File: config.mk
export PLATFORM = sky130hd
export DESIGN_NAME = hazard_stall_ctrl
export DESIGN_NICKNAME = d
export VERILOG_FILES = /design/src/rtl/hazard_stall_ctrl.sv
export SDC_FILE = /design/constraint.sdc
export NUM_CORES = 1
export LEC_CHECK = 0
export ABC_AREA = 1
export BUFFER_PORTS_ARGS = -buffer_cell sky130_fd_sc_hd__buf_2
export CAP_MARGIN = 20
export CORE_MARGIN = 2
export CORE_UTILIZATION = 47
export CTS_CLUSTER_SIZE = 16
export DETAILED_ROUTE_END_ITERATION = 6
export GPL_ROUTABILITY_DRIVEN = 0
export GPL_TIMING_DRIVEN = 1
export PLACE_DENSITY_LB_ADDON = 0.1
export SYNTH_ARGS = -nofsm -noshare
export SYNTH_HDL_FRONTEND = slang
export SYNTH_SLANG_ARGS = --single-unit
File: constraint.sdc
create_clock -name Clk -period 4.5 [get_ports Clk]
set_clock_uncertainty 0.2 [all_clocks]
set_input_delay 0.9 -clock Clk [delete_from_list [all_inputs] [get_ports Clk]]
set_output_delay 0.9 -clock Clk [all_outputs]
set_load 0.02 [all_outputs]
File: src/rtl/hazard_stall_ctrl.sv
// hazard_stall_ctrl: stall/flush sequencer for the 5-stage MIPS pipeline.
// Decodes IR_D/IR_E/IR_M, applies Tuse/Tnew rules for RAW hazards that
// forwarding cannot resolve, and tracks the mult/div busy window.
module hazard_stall_ctrl #(
  parameter int MULT_CYCLES = 5,
  parameter int DIV_CYCLES  = 10,
  parameter int CNT_W       = 4
) (
  input  logic        Clk,
  input  logic        Reset,
  input  logic [31:0] IR_D,
  input  logic [31:0] IR_E,
  input  logic [31:0] IR_M,
  output logic        stall,
  output logic        flush_E,
  output logic        md_start,
  output logic        md_busy
);

  localparam logic [3:0] C_NOP   = 4'd0;
  localparam logic [3:0] C_LOAD  = 4'd1;
  localparam logic [3:0] C_STORE = 4'd2;
  localparam logic [3:0] C_CALI  = 4'd3;
  localparam logic [3:0] C_BR    = 4'd4;
  localparam logic [3:0] C_JAL   = 4'd5;
  localparam logic [3:0] C_JR    = 4'd6;
  localparam logic [3:0] C_JALR  = 4'd7;
  localparam logic [3:0] C_MD    = 4'd8;
  localparam logic [3:0] C_MF    = 4'd9;
  localparam logic [3:0] C_MT    = 4'd10;
  localparam logic [3:0] C_CALR  = 4'd11;

  // Tuse of 3 means "never read"; Tnew never exceeds 2, so it can't stall.
  localparam logic [1:0] TUSE_NONE = 2'd3;

  function automatic logic [3:0] cls_of(input logic [31:0] ir);
    logic [3:0] c;
    c = C_NOP;
    case (ir[31:26])
      6'h00: begin
        case (ir[5:0])
          6'h08:                      c = C_JR;
          6'h09:                      c = C_JALR;
          6'h18, 6'h19, 6'h1A, 6'h1B: c = C_MD;
          6'h10, 6'h12:               c = C_MF;
          6'h11, 6'h13:               c = C_MT;
          default:                    c = C_CALR;
        endcase
      end
      6'h20, 6'h21, 6'h23, 6'h24, 6'h25: c = C_LOAD;
      6'h28, 6'h29, 6'h2B:               c = C_STORE;
      6'h09, 6'h0A, 6'h0C, 6'h0D, 6'h0F: c = C_CALI;
      6'h04, 6'h05:                      c = C_BR;
      6'h03:                             c = C_JAL;
      default:                           c = C_NOP;
    endcase
    return c;
  endfunction

  function automatic logic [4:0] a3_of(input logic [3:0] c, input logic [31:0] ir);
    logic [4:0] a;
    a = 5'd0;
    case (c)
      C_CALR, C_MF, C_JALR: a = ir[15:11];
      C_CALI, C_LOAD:       a = ir[20:16];
      C_JAL:                a = 5'd31;
      default:              a = 5'd0;
    endcase
    return a;
  endfunction

  function automatic logic [1:0] tnew_e_of(input logic [3:0] c);
    logic [1:0] t;
    t = 2'd0;
    case (c)
      C_LOAD:               t = 2'd2;
      C_CALR, C_CALI, C_MF: t = 2'd1;
      default:              t = 2'd0;
    endcase
    return t;
  endfunction

  logic [3:0]       cls_d, cls_e, cls_m;
  logic [4:0]       rs_d, rt_d, a3_e, a3_m;
  logic [1:0]       tuse_rs, tuse_rt, tnew_e, tnew_m;
  logic             hz_rs, hz_rt, md_stall;
  logic [CNT_W-1:0] cnt_q, cnt_d;

  // Stage decode and Tuse/Tnew lookup.
  always_comb begin
    cls_d  = cls_of(IR_D);
    cls_e  = cls_of(IR_E);
    cls_m  = cls_of(IR_M);
    rs_d   = IR_D[25:21];
    rt_d   = IR_D[20:16];
    a3_e   = a3_of(cls_e, IR_E);
    a3_m   = a3_of(cls_m, IR_M);
    tnew_e = tnew_e_of(cls_e);
    tnew_m = (cls_m == C_LOAD) ? 2'd1 : 2'd0;
    case (cls_d)
      C_BR, C_JR, C_JALR:                              tuse_rs = 2'd0;
      C_CALR, C_CALI, C_LOAD, C_STORE, C_MD, C_MT:     tuse_rs = 2'd1;
      default:                                         tuse_rs = TUSE_NONE;
    endcase
    case (cls_d)
      C_BR:         tuse_rt = 2'd0;
      C_CALR, C_MD: tuse_rt = 2'd1;
      C_STORE:      tuse_rt = 2'd2;
      default:      tuse_rt = TUSE_NONE;
    endcase
  end

  // Stall when a source's producer won't have its result ready by Tuse.
  always_comb begin
    hz_rs    = (rs_d != 5'd0) &&
               (((rs_d == a3_e) && (tnew_e > tuse_rs)) ||
                ((rs_d == a3_m) && (tnew_m > tuse_rs)));
    hz_rt    = (rt_d != 5'd0) &&
               (((rt_d == a3_e) && (tnew_e > tuse_rt)) ||
                ((rt_d == a3_m) && (tnew_m > tuse_rt)));
    md_start = (cls_e == C_MD);
    md_busy  = (cnt_q != '0);
    md_stall = ((cls_d == C_MD) || (cls_d == C_MF) || (cls_d == C_MT)) &&
               (md_start || md_busy);
    stall    = hz_rs || hz_rt || md_stall;
    flush_E  = stall;
  end

  // Busy counter next state; a new start reloads even if still counting.
  always_comb begin
    cnt_d = cnt_q;
    if (md_start)
      cnt_d = IR_E[1] ? CNT_W'(DIV_CYCLES) : CNT_W'(MULT_CYCLES);
    else if (cnt_q != '0)
      cnt_d = cnt_q - 1'b1;
  end

  // Busy counter register.
  always_ff @(posedge Clk) begin
    if (Reset) cnt_q <= '0;
    else       cnt_q <= cnt_d;
  end

endmodule

After elaboration in Yosys (flattened, before gate mapping)
Memory sizes are Yosys's and may differ from the RTL's.
Cells that the tools add are included.
{ "totals": {"regBits": 4, "latch_bits": 0, "mem_bits_rw": 0, "romBits": 416, "inputBits": 98, "output_inout_bits": 4, "n_memories": 4} }
{ "classes": {"add_sub_neg": 1, "n_mul": 0, "n_div": 0, "magnitude_cmp": 4, "n_eq_ne": 71, "shifts": 0, "muxes": 14, "bitwise_logic": 0, "reduce_logical": 39} }
{ "memory_table": {"columns": ["memory", "depth", "width", "rd", "rd_ports_with_merged_regs", "write_ports", "line", "source"], "rows": [
  ["(name not given)", 32, 4, 1, 0, 0, "41", "case (ir[5:0])"],
  ["(name not given)", 32, 4, 1, 0, 0, "41", null],
  ["(name not given)", 32, 4, 1, 0, 0, "41", null],
  ["(name not given)", 16, 2, 1, 0, 0, "100", "case (cls_d)"]
]} }
{ "ops": {"columns": ["op", "n"], "rows": [
  ["6-bit equality test, second input constant", 24],
  ["6-bit by 4-bit equality test with 1-bit output, second input constant", 15],
  ["4-bit one-hot mux with 6 select lines", 3],
  ["4-bit equality test, second input constant", 9],
  ["6-bit by 3-bit equality test with 1-bit output, second input constant", 6],
  ["5-bit one-hot mux with 3 select lines", 2],
  ["5-bit OR reduction", 6],
  ["4-bit 2-to-1 mux", 6],
  ["4-bit by 3-bit equality test with 1-bit output, second input constant", 5],
  ["5-bit equality test", 4],
  ["6-bit by 2-bit equality test with 1-bit output, second input constant", 3],
  ["6-bit zero test", 3],
  ["3-bit OR reduction", 6],
  ["4-bit by 2-bit equality test with 1-bit output, second input constant", 3],
  ["2-bit OR reduction", 6],
  ["5-bit nonzero test", 2],
  ["4-bit by 1-bit equality test with 1-bit output, second input constant", 2],
  ["1-bit logical AND", 7],
  ["1-bit logical OR", 7],
  ["2-bit one-hot mux with 3 select lines", 1],
  ["1-bit by 2-bit greater-than comparator with 1-bit output", 2],
  ["2-bit greater-than comparator", 2],
  ["2-bit one-hot mux with 2 select lines", 1],
  ["4-bit nonzero test", 1],
  ["other kinds (3)", 3]
]} }

Depth between registers and ports, before layout
{ "logic_depth": {"word_depth": 12, "mapped_depth": 21, "depth_no_buf": 20} }

Worst setup path before layout
OpenSTA, ideal clock, no wires.
{ "synth_timing": {"path_kind": "input-to-output", "start": "input port IR_D[27]", "end": "output port stall", "arrival_ns": 2.814, "t_required_ns": 3.400, "slack_ns": 0.586, "path_stages": 20, "n_path_buf": 1, "cell_sequence": "nor2_2 > nor2_1 > nand2_1 > nand2_1 > nor2_1 > nand2_1 > nand3_1 > nand3_1 > nand2_1 > inv_1 > ha_1 > a21oi_1 > a21oi_1 > nand2_1 > nor2_1 > nand3_1 > nand2_1 > nand2_1 > nand2_1 > buf_4"} }
{ "synth_via": {"elab_chain_len": 12} }
{ "synth_lines": {"columns": ["element", "line", "source"], "rows": [
  ["start: declaration", "11", "input logic [31:0] IR_D,"],
  ["6-bit by 4-bit equality test with 1-bit output (tied with other cells)", "39", "case (ir[31:26])"],
  ["5-bit OR reduction (tied with other cells)", "39", null],
  ["4-bit one-hot mux with 6 select lines *", "39", null],
  ["4-bit equality test (on tied branches)", "105, 123", null],
  ["2-bit OR reduction", "105", "case (cls_d)"],
  ["2-bit one-hot mux with 3 select lines", "105", null],
  ["2-bit greater-than comparator or 1-bit by 2-bit greater-than comparator with 1-bit output (tied branches)", "119, 120", null],
  ["1-bit logical AND (on tied branches)", "119, 120", null],
  ["1-bit logical OR", "119", "(((rt_d == a3_e) && (tnew_e > tuse_rt)) ||"],
  ["1-bit logical AND", "118", "hz_rt = (rt_d != 5'd0) &&"],
  ["1-bit logical OR", "125", "stall = hz_rs || hz_rt || md_stall;"],
  ["1-bit logical OR *", "125", null],
  ["end: declaration", "14", "output logic stall,"]
]} }
Every way passes the cells marked *; elsewhere a longest branch is shown, timed or not.

Worst setup path after layout
{ "layout_timing": {"start": "input port IR_D[27]", "end": "output port flush_E"} }
{ "layout_via": {"elab_chain_len": 12} }
{ "layout_lines": {"columns": ["element", "line", "source"], "rows": [
  ["6-bit by 4-bit equality test with 1-bit output (tied with other cells)", "39", null],
  ["5-bit OR reduction (tied with other cells)", "39", null],
  ["4-bit one-hot mux with 6 select lines *", "39", null],
  ["4-bit equality test (on tied branches)", "105, 123", null],
  ["2-bit OR reduction", "105", null],
  ["2-bit one-hot mux with 3 select lines", "105", null],
  ["2-bit greater-than comparator or 1-bit by 2-bit greater-than comparator with 1-bit output (tied branches)", "119, 120", null],
  ["1-bit logical AND (on tied branches)", "119, 120", null],
  ["1-bit logical OR", "119", null],
  ["1-bit logical AND", "118", null],
  ["1-bit logical OR", "125", null],
  ["1-bit logical OR *", "125", null],
  ["end: declaration", "15", "output logic flush_E,"]
]} }
Marked as above.

==> results.toml <==
[run_status]
outcome = "completed"

[hold_path]
worstHoldEndpoint = "cnt_q[1]"
hp-start = "cnt_q[1]"
whs_path_depth = 2
hp-class = "flip-flop to flip-flop"

[cts]
clk_pin_slew_ps = 40
post_cts_buffers = 0
cts_tree = "built"
clock-sinks = 4
cts-root-buf = "clkbuf_4"
h-tree-depth = 1
clk_latency_ps = 240
clockBufferDepth = 2
cts_buffers = 3
ctsHoldBuffers = 0
post_cts_resized = 0

[synthesis]
netlist_top_cells_area = "nand2_1, nand3_1, inv_1, nor2_1, nand4_1"
yosysWarnings = 0
ys_types = 32
syn_inst = 311
synth.net_count = 417
synth-seq-cells = 4
yosysMostFrequentCell = "nand2_1"
yosysTopAreaCellShare_pct = 18.6
netlist_area_sq_um = 1630
synth_edf_count = 0
avgSynthCellArea_sq_um = 5.24
async_flop_share_pct = 0
netlist_top_cells_count = "nand2_1, inv_1, nand3_1, nor2_1, nand4_1"
synth_ff_type = "dfxtp_1"
synth-seq-area-share_pct = 4.91
synth_area_leader_cell = "nand2_1"

[worst_setup_path]
cp_slowest_cell = "ha_1"
worstPathRequired_ps = 3400
startpoint_type = "primary input"
reg2reg_from = "cnt_q[0]"
worst_r2r_endpoint = "cnt_q[0]"
end_kind = "primary output"
path_common_cell = "nand2_1"
cp.arrival_ps = 3090
cp.buffers_inverters = 3
path_cells = "buf_2, nor2_2, nor2_1, nand2_1, nand2_1, nor2_1, nand2_1, nand3_1, nand3_1, nand2_1, inv_1, ha_1, a21oi_1, a21oi_1, nand2_1, nor2_1, nand3_1, nand2_1, nand2_1, nand2_1, buf_2"
critPathMaxStageDelay_ps = 280
cp_max_fo = 6
r2r_setup_slack_ps = 3040
r2r_cells = 6
crit_type = "primary input to primary output"
path_delay_family = "simple AND/OR/NAND/NOR gates"

[pwr]
powerDensity_nw_per_um2 = 158
total_power_uw = 324
vdd_ir_drop_max_v = 0.0000873
power.leakage_uw = 0.00127

[drt]
drt-total-wl_um = 4000
dr.pass1.iters = 4
vias_per_cell = 4.92
drt_iter0_drc = 78
routedWlPerCell_um = 9.31
drc = 0
ant_nets = 0
num_vias = 2109

[global_routing]
grt_usage_pct = 19.9
overflow = 0
grt_pass1_vias = 1752
grt_pass1_wl_um = 6800
antenna_found_initial = 0
grt_start_max_net_pins = 15

[floorplan]
start_util_pct = 48.9
dieArea_sq_um = 3960
core_area_sq_um = 3340
die_w_um = 62.9
ios = 102
num_rows = 21
die_h_um = 62.9

[placement]
place_hpwl_um = 3550
io_buffers = 71

[cells_and_area]
antenna_cells = 0
layout.nets = 491
synthToLayoutAreaGrowth_pct = 26.0
largestRegisters = "cnt_q x4"
regMostFlops = "cnt_q"
largest_reg_flops = 4
drive_above_1_share_pct = 26.4

[sta]
hold_violations = 0
fmax_ghz = 0.238
setup_viol = 0
min_period_ps = 4190
worst-slew-pin-transition_ps = 528
rsz0062_at_grt = "no"
setup_tns_ps = 0
final_max_slew_viol_count = 0
fin_crit_sh_pct = 93.2
relSlewSlack_pct = 64.7

[run]
drv_cap = 0
final cells by class:
| type | count | area (sq um) |
|---|---|---|
| Multi-Input combinational cell | 255 | 1350 |
| Fill cell | 391 | 1280 |
| Timing Repair Buffer | 71 | 355 |
| Inverter | 50 | 188 |
| Sequential cell | 4 | 80.1 |
| Tap cell | 46 | 57.6 |
| Clock buffer | 3 | 22.5 |
per-stage QoR:
step | utilization (%) | worst slack [ps] | std cells | hold WS (ps) | instance area (sq um)
CTS | 61.6 | 303 | 429 | 285 | 2050
detailed placement | 60.9 | 301 | 426 | 279 | 2030
global route | 61.6 | 1.98 | 429 | 296 | 2050
global placement | 60.9 | 353 | 426 | 273 | 2030
finish | 61.6 | 307 | 429 | 286 | 2050
floorplan | - | 586 | 311 | 251 | 1630
routing by layer:
| metal | vias up | global-route usage, % | wire length [um] |
|---|---|---|---|
| met4 | 0 | 6.11 | 42 |
| met2 | 39 | 34.6 | 1940 |
| met1 | 898 | 26.3 | 1890 |
| met3 | 6 | 0.901 | 124 |
| li1 | 1166 | - | - |
| met5 | - | 0 | 0 |
worst max-delay path by stage:
stage	from	depth (start not counted)	slack (ps)	end
floorplan	IR_D[27]	20	590	stall
global placement	IR_D[27]	21	350	flush_E
detailed placement	IR_D[27]	21	300	flush_E
CTS	IR_D[27]	21	300	flush_E
global route	IR_D[30]	22	2	stall
finish	IR_D[27]	21	310	flush_E
cells in the final DEF, fill, tap and decap left out, types with 2 or more instances in the layout:
cell type / count
o21ai_0: 3
nor3_1: 4
ha_1: 8
a21oi_1: 10
xor2_1: 7
nand3_2: 3
nand3_1: 44
nand2_1: 81
dfxtp_1: 4
clkbuf_4: 3
nand2_2: 2
nor2_1: 44
inv_1: 46
nor2_2: 7
a21oi_2: 2
nor2_4: 3
nand4_1: 20
nand2_4: 2
buf_2: 71
inv_2: 4
nand3b_1: 4
worst register-to-register path, cell delays in order (launching register included):
cell and delay [ps]:
dfxtp_1 330, inv_1 80, ha_1 190, nand3_1 180
xor2_1 170, nor2_1 60, nor3b_1 170
power by group:
| group | leakage [uW] | internal [uW] | switching [uW] |
|---|---|---|---|
| clock | 0.0000138 | 29.8 | 14.7 |
| sequential | 0.0000331 | 48.5 | 6.02 |
| combinational | 0.00122 | 95.0 | 130 |
| total | 0.00127 | 173 | 151 |
kinds of logic (layout without fill, tap and decap cells):
kind of cell / after synthesis / count (layout) / synth area share, %
buffers and inverters: 52 / 124 / 12.2
AOI/OAI and AO/OA: 19 / 19 / 6.91
DFF: 4 / 4 / 4.91
adders and majority gates: 8 / 8 / 6.14
xor gates and xnor gates: 7 / 7 / 3.76
and+or+nand+nor: 221 / 221 / 66.1
Note: power is estimated with default switching activity, not from simulation.
